### config.mk
export PLATFORM = sky130hd
export DESIGN_NAME = hello_scroll_ctrl
export DESIGN_NICKNAME = d
export VERILOG_FILES = /design/src/rtl/hello_scroll_ctrl.sv
export SDC_FILE = /design/constraint.sdc
export NUM_CORES = 1
export LEC_CHECK = 0
export BUFFER_PORTS_ARGS = -buffer_cell sky130_fd_sc_hd__clkbuf_2
export CORE_MARGIN = 8
export CORE_UTILIZATION = 31
export CTS_CLUSTER_DIAMETER = 80
export CTS_CLUSTER_SIZE = 8
export DETAILED_ROUTE_END_ITERATION = 10
export HOLD_SLACK_MARGIN = 0.12
export PLACE_DENSITY_LB_ADDON = 0.15
export RECOVER_POWER = 25
export REMOVE_ABC_BUFFERS = 1
export SLEW_MARGIN = 30
export SYNTH_ARGS = -nofsm -noshare
export SYNTH_HDL_FRONTEND = slang
export SYNTH_SLANG_ARGS = --single-unit
### constraint.sdc
create_clock -name CLOCK_50 -period 1.8 [get_ports CLOCK_50]
set_clock_uncertainty 0.05 [all_clocks]
set_input_delay 0.18 -clock CLOCK_50 [delete_from_list [all_inputs] [get_ports CLOCK_50]]
set_output_delay 0.18 -clock CLOCK_50 [all_outputs]
set_load 0.02 [all_outputs]
### src/rtl/hello_scroll_ctrl.sv
// Timed select sequencer for the 8-position HELLO scroller: free-running, pausable,
// reversible 3-bit position counter with an extended dwell at position 0.
module hello_scroll_ctrl #(
   parameter int unsigned TICK_DIV   = 50_000_000,
   parameter int unsigned HOLD_TICKS = 2
) (
   input  logic       CLOCK_50,
   input  logic       Resetn,
   input  logic       clear,
   input  logic       run,
   input  logic       dir,
   input  logic       step,
   output logic [2:0] bits,
   output logic       wrap,
   output logic       busy
);

   localparam int unsigned   PW       = (TICK_DIV > 1) ? $clog2(TICK_DIV) : 1;
   localparam logic [PW-1:0] PresMax  = PW'(TICK_DIV - 1);
   localparam logic [3:0]    HoldInit = 4'(HOLD_TICKS);
   localparam bit            HasDwell = (HOLD_TICKS != 0);

   typedef enum logic [1:0] {StStop, StRun, StDwell} state_e;

   state_e        state_q, state_d;
   logic [PW-1:0] presc_q, presc_d;
   logic [3:0]    dwell_q, dwell_d;
   logic [2:0]    bits_q,  bits_d;
   logic          wrap_q,  wrap_d;
   logic          busy_q,  busy_d;

   logic          tick;
   logic [2:0]    adv;
   logic          adv_zero;

   assign tick     = (presc_q == PresMax);
   assign adv      = dir ? (bits_q - 3'd1) : (bits_q + 3'd1);
   assign adv_zero = (adv == 3'd0);

   always_ff @(posedge CLOCK_50 or negedge Resetn) begin
      if (!Resetn) begin
         state_q <= StStop;
         presc_q <= '0;
         dwell_q <= '0;
         bits_q  <= '0;
         wrap_q  <= 1'b0;
         busy_q  <= 1'b0;
      end else begin
         state_q <= state_d;
         presc_q <= presc_d;
         dwell_q <= dwell_d;
         bits_q  <= bits_d;
         wrap_q  <= wrap_d;
         busy_q  <= busy_d;
      end
   end

   always_comb begin
      state_d = state_q;
      if (clear) begin
         state_d = StStop;
      end else begin
         unique case (state_q)
            StStop: begin
               if (run) state_d = StRun;
            end
            StRun: begin
               if (!run) state_d = StStop;
               else if (tick && adv_zero && HasDwell) state_d = StDwell;
            end
            StDwell: begin
               if (!run) state_d = StStop;
               else if (tick && (dwell_q == 4'd1)) state_d = StRun;
            end
            default: state_d = StStop;
         endcase
      end
   end

   always_comb begin
      presc_d = presc_q;
      dwell_d = dwell_q;
      bits_d  = bits_q;
      wrap_d  = 1'b0;
      if (clear) begin
         presc_d = '0;
         dwell_d = '0;
         bits_d  = '0;
      end else begin
         unique case (state_q)
            StStop: begin
               presc_d = '0;
               // run has priority: a coincident step is dropped
               if (!run && step) begin
                  bits_d = adv;
                  wrap_d = adv_zero;
               end
            end
            StRun: begin
               if (!run) begin
                  presc_d = '0;
               end else begin
                  presc_d = tick ? '0 : presc_q + 1'b1;
                  if (tick) begin
                     bits_d = adv;
                     wrap_d = adv_zero;
                     if (adv_zero && HasDwell) dwell_d = HoldInit;
                  end
               end
            end
            StDwell: begin
               if (!run) begin
                  presc_d = '0;
                  dwell_d = '0;
               end else begin
                  presc_d = tick ? '0 : presc_q + 1'b1;
                  if (tick) dwell_d = dwell_q - 4'd1;
               end
            end
            default: begin
               presc_d = '0;
               dwell_d = '0;
            end
         endcase
      end
      busy_d = (state_d != StStop);
   end

   assign bits = bits_q;
   assign wrap = wrap_q;
   assign busy = busy_q;

endmodule

==> results_dict.tcl, run 1 <==
set metrics [dict create \
    outcome "complete, but fails checks" \
    failed_checks "setup timing" \
    start_kind "register" \
    dp_hpwl_um 3700 \
    cts.sinks 37 \
    grt_usage_pct 11.0 \
    crit_slowest_cell "dfrtp_1" \
    max-vdd-ir-drop_uv 275 \
    cp_max_fo 3 \
    netlist-cell-type-count 49 \
    grt_pass1_wl_um 8970 \
    finalSetupViolCount 14 \
    rsz0062_at_grt "yes" \
    port_buffers 10 \
    p_int_mw 1.24 \
    netlist_instances 236 \
    grt_pass1_vias 1919 \
    route.met2.wl_um 2480 \
    cp_top_family "compound AO/OA/AOI/OAI gates" \
    clockBufferDepth 2 \
    n_antenna_cell 0 \
    ys.flop_type "dfrtp_1" \
    yosysMostFrequentCell "nor2_1" \
    antenna_found_initial 0 \
    tightest_slew_ns 0.968 \
    leakagePower_nw 1.28 \
    rows 31 \
    routed_wl_um 5180 \
    drt-wirelength-per-cell_um 13.1 \
    synth-edff-count 0 \
    die-area_um2 10200 \
    drt-initial-drc-count 46 \
    avgViaCountPerCell 4.66 \
    fin_util_pct 41.6 \
    grt_overflow 0 \
    crit_cells 6 \
    met3WireLength_um 207 \
    fp.dieW_um 101 \
    share_comb_of_total_power_pct 12.8 \
    layout_setup_ws_ns -0.108 \
    synth_top_area_share_pct 41.3 \
    synth_area_leader_cell "dfrtp_1" \
    cp_slowest_stage_delay_ns 0.41 \
    core-area_um2 7140 \
    numCtsBuffers 5 \
    crit_path_cell_trace "fa_2 -> xnor3_1 -> and2_4 -> nand3_1 -> a41oi_1 -> a41oi_2" \
    die_h_um 101 \
    ant_nets 0 \
    vias 1844 \
    finalPower_mw 1.66 \
    r2r_cells 6 \
    switching_share_pct 25.4 \
    routabilityCongestion 0.758 \
    seqPwrFrac_pct 51.3 \
    syn-cell-area_um2 2240 \
    top_layer "met4" \
    hold_path_class "input pin to register" \
    drive_gt1_share_pct 33.7 \
    root_buffer "clkbuf_8" \
    clock.fmax_mhz 524 \
    max-cap-violations 0 \
    synthArstFlopShare_pct 100 \
    p_clk_share_pct 36.0 \
    crit_type "register to register" \
    ys_seq_area_share_pct 41.3 \
    period_minus_slack_ns 1.91 \
    drc_errors 0 \
    cts_tree "yes" \
    ys_ff_latch 37 \
    synth_commonest_cells "nor2_1 (38), dfrtp_1 (37), nand2_1 (19)" \
    clock_latency_ns 0.29 \
    syn_area_per_cell_um2 9.49 \
    min_path_cells 2 \
    critical_path_buf_inv_count 0 \
    dr.pass1.iters 4 \
    yosysWarnings 0 \
    initial_utilization_pct 31.4 \
    slew_headroom_pct 35.4 \
    maxSlewViolCount 0 \
    wl_met1_um 2390 \
    clk_pin_slew_worst_paths_ns 0.08 \
    synth_area_leaders "dfrtp_1 (41%), xnor2_1 (7.0%), nor2_1 (6.4%)" \
    pin_count 11 \
    cts_htree_levels 2 \
    p_switching_mw 0.421 \
    worstPathArrival_ns 2.01 \
    power_density_nw_per_um2 559 \
    layout.nets 313 \
    cp.required_ns 1.91 \
    post-route-period-util_pct 106 \
    end_kind "register" \
    area_growth_pct 32.6 \
    grt_max_degree 38 \
    hold_viol 0 \
]
registers in the layout, indices dropped and copies added, names as in the netlist:
register,count
dwell_q,4
wrap,1
busy,1
state_q,2
presc_q,26
bits,3
worst reg2reg max path, cell delays in order, from the launching register on:
cell     delay [ns]
dfrtp_1        0.41
fa_2           0.37
xnor3_1        0.23
and2_4         0.15
nand3_1        0.07
a41oi_1        0.32
a41oi_2        0.17
stage by stage:
stage | setup slack, ns | hold WS [ns] | TNS (ns) | instances | instance area, um2
finish | -0.108 | 0.159 | -0.248 | 396 | 2970
global route | -0.176 | 0.179 | -3.81 | 396 | 2970
CTS | -0.0610 | 0.159 | -0.124 | 396 | 2920
detailed placement | -0.119 | 0.221 | -0.819 | 384 | 2750
global placement | -0.0910 | 0.226 | -0.505 | 384 | 2750
floorplan | -0.164 | -0.166 | -0.885 | 227 | 2190
cells by family after synthesis:
family	Yosys count	share of synthesized area (%)
fa+ha+maj	10	5.92
buf+inv	21	4.36
flops	37	41.3
xor+xnor	26	10.8
compound gates	21	7.04
simple gates	118	29.1
mux	3	1.45
cell usage in the layout, fill, tap and decap left out, drive strengths merged, types with 3 or more instances in the layout:
cell and count:
a41oi 4, and3 3, and4 5, buf 51, clkbuf 18, dfrtp 37, ha 9, inv 12
nand2 20, nand2b 3, nand3 10, nand4 8, nor2 38, nor2b 6, nor3 6, nor4 8
xnor2 18, xor2 7
final timing paths:
path | to | slack, ns | start
setup / recovery | busy | -0.11 | bits[0]
min in group asynchronous | bits[1] | 0.60 | Resetn
max in group asynchronous | presc_q[3] | 0.49 | Resetn
hold / removal | wrap | 0.16 | clear
setup reg to reg | busy | -0.11 | bits[0]
hold reg to reg | presc_q[25] | 0.50 | presc_q[25]
cell type report:
cell class                 instances  area [um2]
multi-input combinational        178        1320
sequential                        37         926
inverter                          12        45.0
timing repair buffer              63         473
fill                             748        4170
clock buffer                       7        86.3
tap                               99         124
what timing repair did:
item,in CTS,in global routing
gates cloned,0,0
endpoints found under the setup margin,29,37
gates resized for setup,11,12
pin swaps,5,10
setup buffers,4,1
hold buffers,1,0
endpoints found under the hold margin,37,0
power groups by stage:
stage | Combinational [mW] | Clock, mW | Sequential (mW)
after floorplan | 0.0855 | 0 | 0.879
after global placement | 0.196 | 0 | 0.867
after detailed placement | 0.195 | 0 | 0.867
after CTS | 0.207 | 0.625 | 0.851
after global routing | 0.235 | 0.656 | 0.853
final | 0.212 | 0.597 | 0.851
metal layers:
| metal | global-route usage, % | vias up |
|---|---|---|
| met4 | 4.12 | 0 |
| met5 | 0 | - |
| li1 | - | 940 |
| met3 | 2.56 | 10 |
| met1 | 13.3 | 857 |
| met2 | 18.6 | 37 |
(Power assumes the default switching activity.)
==> run 2, diff against run 1 <==
ABC_AREA = 1   (was default)
CTS_BUF_LIST = sky130_fd_sc_hd__clkbuf_8   (was default)
SKIP_LAST_GASP = 1   (was default)
==> run 2 against run 1 <==
Effect of this change:
- the run now ends clean
- synthesized area grew 4.5%
- non-clock buffer count decreased by 29
- worst hold slack gained 0.075 ns
==> results_dict.tcl, run 2 <==
set metrics [dict create \
    top_register "presc_q" \
    syn-cell-area_um2 2340 \
    finalSetupViolCount 0 \
    hold_path_class "input pin to register" \
    cp_slowest_stage_delay_ns 0.43 \
    ys.flop_type "dfrtp_1" \
    die_h_um 103 \
    crit_cells 9 \
    power_density_nw_per_um2 587 \
    grt_max_degree 21 \
    synth_compound_area_share_pct 10.2 \
    numCtsBuffers 5 \
    synthArstFlopShare_pct 100 \
    drc_errors 0 \
    cp_max_fo 8 \
    grt_overflow 0 \
    tightest_slew_ns 1.13 \
    whs_ns 0.234 \
    clockBufferDepth 2 \
    core-area_um2 7290 \
    finalNonFillerCells 429 \
    hp-start "run" \
    ys_seq_area_share_pct 39.6 \
    hold_viol 0 \
    cts.sinks 37 \
    port_buffers 10 \
    clock.fmax_mhz 581 \
    cts_htree_levels 2 \
    crit_path_cell_trace "fa_2 -> nand3b_1 -> nand3_2 -> nand2_1 -> nand2_1 -> nand2_2 -> nand3_4 -> nand2_1 -> o21ai_1" \
    reg2reg_slack_ns 0.08 \
    slew_headroom_pct 24.4 \
    crit_path_frequent_cell "nand2_1" \
    max-cap-violations 0 \
    final_cell_mix "nand2_1 (62), nor2_1 (47), dfrtp_1 (37), inv_1 (28), buf_4 (21)" \
    routabilityCongestion 0.782 \
    yosysMostFrequentCell "nand2_1" \
    final_common_cell "nand2_1" \
    dp_hpwl_um 4020 \
    min_path_cells 3 \
    drive_gt1_share_pct 22.1 \
    drt-initial-drc-count 73 \
    cp.required_ns 1.96 \
    start_kind "register" \
    crit_type "register to register" \
    synth_area_leader_cell "dfrtp_1" \
    period_minus_slack_ns 1.72 \
    grt_pass1_wl_um 9250 \
    vias 1969 \
    cts_tree "yes" \
    rr_startpoint "bits[1]" \
    ant_nets 0 \
    max-vdd-ir-drop_uv 308 \
    cp_top_family "simple AND/OR/NAND/NOR gates" \
    netlist-cell-type-count 39 \
    syn_area_per_cell_um2 7.96 \
    clock_latency_ns 0.29 \
    synth-simple-area-share_pct 34.4 \
    synth_area_leaders "dfrtp_1 (40%), nand2_1 (10%), nor2_1 (7.5%)" \
    clk_pin_slew_worst_paths_ns 0.07 \
    maxSlewViolCount 0 \
    synth_commonest_cells "nand2_1 (65), nor2_1 (47), dfrtp_1 (37)" \
    pre_cts_ws_ns 0.0376 \
    pin_count 11 \
    area_growth_pct 19.2 \
    dr.pass1.iters 4 \
    routed_wl_um 5280 \
    antenna_found_initial 0 \
    avgViaCountPerCell 4.59 \
    synth_fa_ha_area_share_pct 5.67 \
    r2r_end "dwell_q[1]" \
    setup_tns_ns 0 \
    root_buffer "clkbuf_8" \
    place_inst 419 \
    synth-edff-count 0 \
    synth_top_family_by_area "simple AND/OR/NAND/NOR gates" \
    grt_pass1_vias 1944 \
    die-area_um2 10600 \
    rows 31 \
    critical_path_buf_inv_count 0 \
    synth_mux_area_share_pct 0 \
    ys_ff_latch 37 \
    crit_slowest_cell "dfrtp_1" \
    drt-wirelength-per-cell_um 12.3 \
    layout_setup_ws_ns 0.0801 \
    leakagePower_nw 1.21 \
    synthXorXnorAreaFrac_pct 3.37 \
    whs_endpoint "dwell_q[2]" \
    synth_top_area_share_pct 39.6 \
    grt_usage_pct 11.0 \
    initial_utilization_pct 32.1 \
    rsz0062_at_grt "yes" \
    r2r_cells 9 \
    post-route-period-util_pct 95.6 \
    netlist_instances 294 \
    worstPathArrival_ns 1.88 \
    end_kind "register" \
    layout.nets 347 \
    largest_reg_flops 26 \
    fp.dieW_um 103 \
    yosysWarnings 0 \
    outcome "finished, final reports clean" \
    n_antenna_cell 0 \
]
[run 2: cell count changes in the layout (fill, tap and decap cells not counted), sizes merged, moves of 4 or more]
cell   before  now
buf        51   22
nand3      10   22
o21ai       2   17
and4        5    0
a41oi       4    0
inv        12   33
nor4        8    2
xnor2      18    4
nor2b       6    0
nor2       38   50
a21oi       2   10
nand2      20   69
a31oi       2    6
[run 2: cell families after synthesis]
| kind of cell | after synthesis |
|---|---|
| DFF | 37 |
| and+or+nand+nor | 162 |
| adders and majority gates | 10 |
| AOI/OAI and AO/OA | 37 |
| xor gates and xnor gates | 9 |
| buffers and inverters | 39 |
[run 2: worst max-delay path by stage]
stage	startpoint	end	slack (ns)
final	bits[1]	dwell_q[1]	0.08
after global routing	bits[1]	dwell_q[1]	-0.06
after CTS	bits[1]	dwell_q[1]	0.02
after detailed placement	bits[1]	dwell_q[1]	0.04
after global placement	bits[0]	dwell_q[1]	0.09
after floorplan	bits[0]	dwell_q[0]	0.06
[run 2: worst reg2reg max path, delay by kind of cell, from the launching register on]
family	cells	cell delay [ns]
flip-flops	1	0.43
AO/OA/AOI/OAI	1	0.07
adder cells (fa/ha/maj)	1	0.38
AND/OR/NAND/NOR	7	0.71
[run 2: layout make-up]
type                    count  area (um2)
inverters                  35         135
clock buffers               5        68.8
clock inverters             1        5.00
multi-input cells         218        1280
flip-flops and latches     37         926
repair buffers             34         246
fillers                   828        4500
well taps                  99         124
[run 2: metrics by stage]
stage	util, %	area (um2)	total power, mW
6_report	38.3	2790	1.64
3_3_place_gp	36.3	2650	1.10
3_5_place_dp	36.3	2650	1.10
4_1_cts	37.6	2740	1.65
5_1_grt	38.3	2790	1.73
2_1_floorplan	-	2310	1.00
[run 2: per-layer routing]
metal,wire length [um],vias up,track usage (%)
li1,-,1027,-
met1,2710,914,15.4
met2,2350,26,16.7
met3,200,2,2.23
met4,23,0,3.00
met5,0,-,0
[run 2: timing repair]
| action | in CTS | in global routing |
|---|---|---|
| endpoints found under the hold margin | 18 | 0 |
| gates resized for setup | 0 | 9 |
| endpoints found under the setup margin | 0 | 17 |
| buffers inserted | 0 | 2 |
| hold buffers | 2 | 0 |
[run 2: where the power goes]
group | internal, mW | total [mW] | switching, mW
Combinational | 0.0881 | 0.235 | 0.147
Clock | 0.255 | 0.543 | 0.288
Sequential | 0.847 | 0.860 | 0.0124
Total | 1.19 | 1.64 | 0.448
==> run 3, diff against run 2 <==
REMOVE_ABC_BUFFERS = default   (was 1)
==> run 3 against run 2 <==
Effect of this change:
- critical path depth is the same
- cell count shrank 0.70%
- worst hold slack lost 0.0093 ns
- combinational power shrank 6%
- via count shrank 0.46%
- non-clock buffer count shrank 5
- setup slack gained 0.0055 ns
- clock-buffer cell count grew 2
- core utilization shrank 0.33 points
- flip-flop and latch count is the same
- largest power group unchanged
==> results_dict.tcl, run 3 (synthesis gave the netlist of run 2 again) <==
set metrics [dict create \
    place_area_um2 2600 \
    clock_latency_ns 0.29 \
    avgViaCountPerCell 4.60 \
    crit_slowest_cell "dfrtp_1" \
    cp_max_fo 4 \
    slew_headroom_pct 59.9 \
    synth_nets 310 \
    dr.pass1.iters 4 \
    crit_type "register to register" \
    clockBufferDepth 2 \
    critical_path_buf_inv_count 2 \
    ant_nets 0 \
    crit_path_frequent_cell "buf_4" \
    core-area_um2 7290 \
    port_buffers 10 \
    final_cell_area_um2 2770 \
    finalNonFillerCells 426 \
    post-route-period-util_pct 95.2 \
    max-cap-violations 0 \
    drc_errors 0 \
    crit_path_cell_trace "ha_4 -> nand3_4 -> buf_4 -> nor2_4 -> and3_4 -> buf_4 -> nand2_1 -> o21ai_0 -> nor2_1" \
    grt_max_degree 24 \
    cp.required_ns 1.93 \
    vias 1960 \
    top_register "presc_q" \
    die_h_um 103 \
    dp_hpwl_um 3930 \
    clk_pin_slew_worst_paths_ns 0.08 \
    max-vdd-ir-drop_uv 251 \
    hold_viol 0 \
    grt_pass1_vias 1883 \
    power_density_nw_per_um2 623 \
    cts.sinks 37 \
    drt-wirelength-per-cell_um 11.9 \
    root_buffer "clkbuf_8" \
    layout.nets 342 \
    routed_wl_um 5090 \
    n_antenna_cell 0 \
    p_int_mw 1.28 \
    finalSetupViolCount 0 \
    die-area_um2 10600 \
    rows 31 \
    drt-initial-drc-count 110 \
    final_common_cell "nand2_1" \
    clock.fmax_mhz 583 \
    period_minus_slack_ns 1.71 \
    p_switching_mw 0.449 \
    grt_usage_pct 10.7 \
    cp_top_family "simple AND/OR/NAND/NOR gates" \
    share_comb_of_total_power_pct 12.9 \
    tightest_slew_ns 0.602 \
    cts_htree_levels 2 \
    outcome "finished, final reports clean" \
    largest_reg_flops 26 \
    drive_gt1_share_pct 20.8 \
    place_inst 414 \
    layout_setup_ws_ns 0.0856 \
    leakagePower_nw 1.21 \
    final_cell_mix "nand2_1 (65), nor2_1 (46), dfrtp_1 (37), inv_1 (28), buf_4 (17)" \
    rsz0062_at_grt "yes" \
    pin_count 11 \
    seqPwrFrac_pct 49.8 \
    start_kind "register" \
    fin_util_pct 37.9 \
    numCtsBuffers 5 \
    maxSlewViolCount 0 \
    antenna_found_initial 0 \
    grt_overflow 0 \
    hold_path_class "input pin to register" \
    switching_share_pct 26.0 \
    pre_cts_ws_ns 0.0411 \
    finalPower_mw 1.72 \
    initial_utilization_pct 32.1 \
    p_clk_share_pct 37.4 \
    grt_pass1_wl_um 8920 \
    worstPathArrival_ns 1.84 \
    area_growth_pct 18.2 \
    cts_tree "yes" \
    fp.dieW_um 103 \
    cp_slowest_stage_delay_ns 0.41 \
    end_kind "register" \
    routabilityCongestion 0.777 \
]
==> run 3: cell types whose count changed in the layout (fill, tap and decap cells not counted) <==
cell,before,now
buf_4,21,17
nand2_1,62,65
nand2_2,7,4
clkbuf_8,5,7
buf_12,1,0
clkbuf_1,1,0
clkbuf_2,9,10
nor2_1,47,46
nor2_2,0,1
nor3_2,2,1
nor3_4,0,1
o21ai_1,7,8
o21ai_2,3,2
==> run 3: power by group through the flow <==
stage | Clock (mW) | Sequential, mW | Combinational [mW]
floorplan | 0 | 0.893 | 0.114
global placement | 0 | 0.875 | 0.214
detailed placement | 0 | 0.875 | 0.214
CTS | 0.689 | 0.858 | 0.218
global route | 0.713 | 0.861 | 0.253
finish | 0.644 | 0.858 | 0.222
==> run 3: cell type report <==
cell class | instances | area, um2
Fill cell | 809 | 4530
Multi-Input combinational cell | 218 | 1280
Sequential cell | 37 | 926
Timing Repair Buffer | 29 | 198
Inverter | 35 | 135
Tap cell | 99 | 124
Clock buffer | 7 | 96.3
Clock inverter | 1 | 5.00
==> run 3: path summary, 6_finish.rpt <==
kind / from / end / slack, ns / cells after the start
worst min register to register: presc_q[0] / presc_q[0] / 0.46 / 1
worst max register to register: presc_q[0] / presc_q[16] / 0.09 / 9
worst max-delay path: presc_q[0] / presc_q[16] / 0.09 / 9
worst min-delay path: step / wrap / 0.22 / 4
min in group asynchronous: Resetn / presc_q[12] / 0.38 / 2
max in group asynchronous: Resetn / presc_q[19] / 0.76 / 3
==> run 3: through the flow <==
step                      hold WS (ns)  TNS [ns]
after CTS                        0.219         0
after floorplan                 -0.166         0
after detailed placement         0.178         0
after global placement           0.181         0
final                            0.225         0
after global routing             0.244   -0.0497
==> run 3: metal layers <==
layer  vias up  GRT usage (%)  share of wire [%]
li1       1022              -                  -
met4         0           3.34                1.2
met3         6           2.43                2.9
met1       915           14.5                 51
met2        17           16.4                 45
met5         -              0                  0
==> run 3: worst reg2reg max path, stage by stage, from the launching register on <==
cell and delay (ns):
dfrtp_1 0.41, ha_4 0.17, nand3_4 0.08, buf_4 0.16, nor2_4 0.12, and3_4 0.24, buf_4 0.12, nand2_1 0.05
o21ai_0 0.16, nor2_1 0.05
==> run 3: what timing repair did <==
action / in CTS / in global routing
hold endpoints to repair: 22 / 0
hold buffers: 2 / 0
endpoints found under the setup margin: 0 / 12
buffers inserted: 0 / 2
gates resized for setup: 0 / 8
